==> config.mk <==
export PLATFORM = sky130hd
export DESIGN_NAME = cfg_chain_loader
export DESIGN_NICKNAME = d
export VERILOG_FILES = /design/src/rtl/cfg_chain_loader.sv
export SDC_FILE = /design/constraint.sdc
export NUM_CORES = 1
export LEC_CHECK = 0
export BUFFER_PORTS_ARGS = -buffer_cell sky130_fd_sc_hd__buf_2
export CAP_MARGIN = 20
export CORE_ASPECT_RATIO = 1.25
export CORE_MARGIN = 1.5
export CORE_UTILIZATION = 40
export CTS_BUF_LIST = sky130_fd_sc_hd__clkbuf_4 sky130_fd_sc_hd__clkbuf_8
export DETAILED_ROUTE_END_ITERATION = 8
export GPL_TIMING_DRIVEN = 0
export PLACE_DENSITY = 0.57
export REMOVE_ABC_BUFFERS = 1
export SLEW_MARGIN = 20
export SYNTH_ARGS = -nofsm -noshare
export SYNTH_HDL_FRONTEND = slang
export SYNTH_SLANG_ARGS = --single-unit
==> constraint.sdc <==
create_clock -name i_clk -period 2.8 [get_ports i_clk]
set_clock_uncertainty 0.05 [all_clocks]
set_input_delay 0.42 -clock i_clk [delete_from_list [all_inputs] [get_ports i_clk]]
set_output_delay 0.42 -clock i_clk [all_outputs]
set_load 0.005 [all_outputs]
==> src/rtl/cfg_chain_loader.sv <==
// Bitstream loader: serialises WORD_W-bit words into NUM_CHAINS tile shift chains, then pulses set.
// Optional readback of the chain tails is compiled in with `define CFG_READBACK_EN.
module cfg_chain_loader #(
  parameter int NUM_CHAINS = 4,
  parameter int WORD_W     = 32,
  parameter int CHAIN_LEN  = 512,
  parameter int SET_PULSE  = 2
) (
  input  logic                  i_clk,
  input  logic                  i_rst,
  input  logic                  i_start,
  input  logic                  i_abort,
  input  logic [WORD_W-1:0]     i_cfg_data,
  input  logic                  i_cfg_valid,
  output logic                  o_cfg_ready,
  output logic [NUM_CHAINS-1:0] o_chain_data,
  output logic                  o_chain_cen,
  output logic                  o_set_out,
  output logic                  o_busy,
  output logic                  o_done
`ifdef CFG_READBACK_EN
  ,
  input  logic [NUM_CHAINS-1:0] i_chain_tail,
  output logic [WORD_W-1:0]     o_rb_data,
  output logic                  o_rb_valid
`endif
);

  localparam int BEATS = WORD_W / NUM_CHAINS;
  localparam int SC_W  = $clog2(CHAIN_LEN + 1);
  localparam int BT_W  = $clog2(BEATS) + 1;
  localparam int PC_W  = $clog2(SET_PULSE + 1);

  typedef enum logic [2:0] {S_IDLE, S_FETCH, S_SHIFT, S_SET, S_DONE} state_t;

  state_t                             r_state;
  state_t                             w_next;
  // Word buffer viewed as beats of chain bits: beat k, chain c = bit k*NUM_CHAINS+c.
  logic [BEATS-1:0][NUM_CHAINS-1:0]   r_buf;
  logic [SC_W-1:0]                    r_shift_cnt;
  logic [BT_W-1:0]                    r_beat;
  logic [PC_W-1:0]                    r_set_cnt;

  logic                  w_ready;
  logic                  w_cen;
  logic                  w_set;
  logic                  w_done;
  logic                  w_busy;
  logic [NUM_CHAINS-1:0] w_data;
  logic                  w_last_beat;
  logic                  w_last_shift;

  assign w_last_beat  = (r_beat == BT_W'(BEATS - 1));
  assign w_last_shift = (r_shift_cnt == SC_W'(CHAIN_LEN - 1));

  always_comb begin
    w_next  = r_state;
    w_ready = 1'b0;
    w_cen   = 1'b0;
    w_set   = 1'b0;
    w_done  = 1'b0;
    w_busy  = (r_state != S_IDLE);
    w_data  = '0;
    case (r_state)
      S_IDLE:  if (i_start && !i_abort) w_next = S_FETCH;
      S_FETCH: begin
        w_ready = 1'b1;
        if (i_cfg_valid) w_next = S_SHIFT;
      end
      S_SHIFT: begin
        w_cen = 1'b1;
        for (int k = 0; k < BEATS; k++)
          if (r_beat == BT_W'(k)) w_data = r_buf[k];
        if (w_last_beat) w_next = w_last_shift ? S_SET : S_FETCH;
      end
      S_SET: begin
        w_set = 1'b1;
        w_cen = 1'b1;
        if (r_set_cnt == PC_W'(SET_PULSE - 1)) w_next = S_DONE;
      end
      S_DONE: begin
        w_done = 1'b1;
        w_next = S_IDLE;
      end
      default: w_next = S_IDLE;
    endcase
    // Abort never issues set, so the tiles keep their live configuration.
    if (r_state != S_IDLE && i_abort) w_next = S_IDLE;
  end

  always_ff @(posedge i_clk) begin
    if (!i_rst) begin
      r_state     <= S_IDLE;
      r_buf       <= '0;
      r_shift_cnt <= '0;
      r_beat      <= '0;
      r_set_cnt   <= '0;
    end else begin
      r_state <= w_next;
      if (r_state == S_IDLE && w_next == S_FETCH) begin
        r_shift_cnt <= '0;
        r_beat      <= '0;
      end
      if (r_state == S_FETCH && i_cfg_valid) begin
        r_buf  <= i_cfg_data;
        r_beat <= '0;
      end
      if (r_state == S_SHIFT) begin
        r_beat      <= r_beat + 1'b1;
        r_shift_cnt <= r_shift_cnt + 1'b1;
      end
      r_set_cnt <= (r_state == S_SET) ? r_set_cnt + 1'b1 : '0;
    end
  end

  assign o_cfg_ready  = w_ready;
  assign o_chain_cen  = w_cen;
  assign o_set_out    = w_set;
  assign o_done       = w_done;
  assign o_busy       = w_busy;
  assign o_chain_data = w_data;

`ifdef CFG_READBACK_EN
  logic [BEATS-1:0][NUM_CHAINS-1:0] r_rb_data;
  logic                             r_rb_valid;

  // Old config leaves the tails in the same beat order the new one enters the heads.
  always_ff @(posedge i_clk) begin
    if (!i_rst) begin
      r_rb_data  <= '0;
      r_rb_valid <= 1'b0;
    end else begin
      r_rb_valid <= (r_state == S_SHIFT) && w_last_beat && !i_abort;
      if (r_state == S_SHIFT)
        for (int k = 0; k < BEATS; k++)
          if (r_beat == BT_W'(k)) r_rb_data[k] <= i_chain_tail;
    end
  end

  assign o_rb_data  = r_rb_data;
  assign o_rb_valid = r_rb_valid;
`endif

endmodule

==> reports/qor_table.md <==
| Item | This run | Unit |
| --- | --- | --- |
| Number of synthesized register bits | 51 | - |
| Detailed Route Iter0 Violations | 140 | - |
| CP Data Required Time | 2330 | ps |
| Clock transition at the registers of the reported paths | 90 | ps |
| CTS Root Buffer Type | clkbuf_8 | - |
| Number of global-route vias before repair | 2142 | - |
| Number of gates resized after CTS | 0 | - |
| Clock period minus final worst setup slack | 2570 | ps |
| Sort of element at the start of the critical path | flip-flop | - |
| Worst R2R Path Depth | 4 | - |
| Portion of total power attributed to the clock network | 0.319 | - |
| Initial core utilization | 0.413 | - |
| Most common library cell in the layout ignoring fill and taps | nand2_1 | - |
| Number of I/O port buffers | 45 | - |
| First-pass detailed-route iteration total | 4 | - |
| Worst min-delay path startpoint | i_abort | - |
| Most used cells in the layout excluding fill and tap cells | 80 x nand2_1, 51 x dfxtp_1, 45 x buf_2 | - |
| Number of enable flip-flop cells after synthesis | 0 | - |
| Total Negative Setup Slacks | 0 | ps |
| Maximum level of the CTS H-tree | 2 | - |
| Post-synth ARST share | 0 | - |
| Final number of max-transition violations | 0 | - |
| Net switching power of the design | 339 | uW |
| Endpoint, Worst Hold | r_state[2]$_SDFF_PN0_ | - |
| Comb power frac | 0.103 | - |
| Post-DP HPWL | 3.92 | mm |
| Highest clock rate | 390 | MHz |
| Cts hold-fix bufs | 0 | - |
| Type of the worst min-delay path | in2reg | - |
| Gr ovfl total | 0 | - |
| Post-layout instance count excluding filler cells | 448 | - |
| RSZ-0062 raised after global routing | no | - |
| Area growth from synthesis to layout | 12.9 | % |
| Arrival time of data at the critical path endpoint | 2100 | ps |
| Vias/cell | 5.12 | - |
| Die span in y | 92.2 | um |
| FP Rows | 32 | - |
| Max-cap check violation count | 0 | - |
| Share of power burned in registers | 0.579 | - |
| Antenna cell count | 0 | - |
| Clock tree from TritonCTS | built | - |
| Maximum fanout count along the critical path | 13 | - |
| DRT antenna net count | 0 | - |
| Pin slew with the least headroom to its limit | 897 | ps |
| Power density over the cells | 458 | nW/um2 |
| Ratio of cells with drive above 1 in the final layout | 0.165 | - |
| Initial antenna violation count | 0 | - |
| Setup violation total in the final timing report | 0 | - |
| Core Footprint | 6170 | um2 |
| CP Class | reg2out | - |
| CTS sink cnt | 51 | - |
| Final net count | 405 | - |
| R2R setup slack | 680 | ps |
| Hold Vio Cnt, Final | 0 | - |
| Worst reg2reg path endpoint | r_shift_cnt[7]$_SDFFE_PN0P_ | - |
| Yosys Warn Count | 0 | - |
| Highest ir drop seen on vdd | 0.208 | mV |
| Synth cell types | 39 | - |
| Buffer depth of the longest clock path | 2 | - |
| Post-synthesis instance area | 2540 | um2 |
| Buffers inserted by post-CTS timing repair | 0 | - |
| Weighted congestion at the end of routability-driven global placement | 0.724 | - |
| Global Route Usage Sum | 0.177 | - |
| Status | completed | - |
| Cell internal power dissipation | 976 | uW |
| Proportion of synthesized chip area in sequential cells | 0.401 | - |
| Maximum number of pins on one net before global-route repair | 53 | - |
| Gate Count Post-Synth | 335 | - |
| Filler cells | 678 | - |
| Wire length of the first global-routing pass | 9.56 | mm |
| Die area | 6850 | um2 |
| Switching share of power | 0.258 | - |
| Width of the die | 74.3 | um |
| Number of top-level design ports | 46 | - |
| Critical R2R Launch | r_state[1]$_SDFF_PN0_ | - |
| Wire length reported by the detailed router | 5.79 | mm |
| Num CTS Buffers | 5 | - |
| Slew headroom | 0.398 | - |
| Average cell area after synthesis | 7.60 | um2 |
| Detailed-route wire length per cell | 12.9 | um |
| Via count | 2294 | - |
| Predominant post-synthesis flop cell | dfxtp_1 | - |
| Leak Pwr | 1.05 | nW |
| Worst skew pair latency | 310 | ps |
| DRC errors left | 0 | - |
| Critical path capture point type | primary output | - |
| Hold path cells | 2 | - |
| Placed cell count | 440 | - |
| Share of the clock period used by the worst path after layout | 0.917 | - |
-- state kept, by name, indices dropped and copies added, names as in the netlist --
name,count
r_buf,32
r_shift_cnt,10
r_beat,4
r_state,3
r_set_cnt,2
-- cells in the mapped netlist (6+ instances only) --
master / number / share of area
o21ai_0: 14 / 0.028
nor2_1: 19 / 0.028
ha_1: 6 / 0.029
nand3_1: 10 / 0.020
a21boi_0: 33 / 0.097
clkbuf_1: 18 / 0.027
nand2_1: 80 / 0.12
inv_1: 13 / 0.019
dfxtp_1: 51 / 0.40
a21oi_1: 25 / 0.049
nor3_1: 6 / 0.012
nor2b_1: 6 / 0.015
-- final cells by class --
class	instances	area (um2)	area share
Clock buffer	5	68.8	0.0240
Clock inverter	3	15.0	0.00523
Inverter	13	48.8	0.0170
Multi-Input combinational cell	246	1390	0.483
Sequential cell	51	1020	0.355
Tap cell	85	106	0.0370
Timing Repair Buffer	45	225	0.0784
-- stage by stage --
step	power [mW]	utilization	area (um2)	worst slack [ps]	hold slack, ps
finish	1.31	0.466	2870	233	248
global route	1.38	0.466	2870	94.6	252
CTS	1.33	0.464	2860	75.9	242
detailed placement	0.915	0.451	2780	434	360
global placement	0.913	0.450	2780	413	362
floorplan	0.850	-	2440	833	349
-- logic make-up (layout without fill, tap and decap cells) --
logic type                 Yosys count  after routing  share of synthesized area
AOI/OAI and AO/OA                   98             98                      0.256
adders and majority gates            6              6                     0.0295
buffers and inverters               38             66                     0.0590
DFF                                 51             51                      0.401
muxes                                2              2                    0.00787
and+or+nand+nor                    140            140                      0.247
-- worst max-delay path, stage by stage (launching register included) --
cell	delay, ps
dfxtp_1	410
inv_1	90
ha_2	250
or2_2	340
a221o_1	280
a22oi_1	190
nor3_1	80
buf_2	150
-- per-layer routing --
layer / up-vias / track usage / share of wire
met5: - / 0 / 0
met4: 0 / 0.0742 / 0.014
met3: 8 / 0.0286 / 0.029
met2: 24 / 0.305 / 0.50
met1: 1055 / 0.213 / 0.46
li1: 1207 / - / -
-- worst max path at each step --
stage / from / endpoint / slack, ps / cells past startpoint
5_1_grt: r_beat[0]$_SDFFE_PN0P_ / o_chain_data[1] / 90 / 7
4_1_cts: r_beat[0]$_SDFFE_PN0P_ / o_chain_data[3] / 80 / 6
3_3_place_gp: i_start / r_beat[3]$_SDFFE_PN0P_ / 410 / 5
2_1_floorplan: r_beat[0]$_SDFFE_PN0P_ / o_chain_data[0] / 830 / 5
6_report: r_beat[1]$_SDFFE_PN0P_ / o_chain_data[1] / 230 / 7
3_5_place_dp: r_beat[0]$_SDFFE_PN0P_ / o_chain_data[3] / 430 / 6
-- power groups by stage --
| stage | clock (mW) | sequential [mW] | combinational [mW] |
|---|---|---|---|
| floorplan | 0 | 0.772 | 0.0781 |
| global placement | 0 | 0.777 | 0.136 |
| detailed placement | 0 | 0.778 | 0.137 |
| CTS | 0.430 | 0.761 | 0.137 |
| global route | 0.459 | 0.764 | 0.154 |
| finish | 0.419 | 0.761 | 0.135 |
Power figures use the tool's default switching activity.
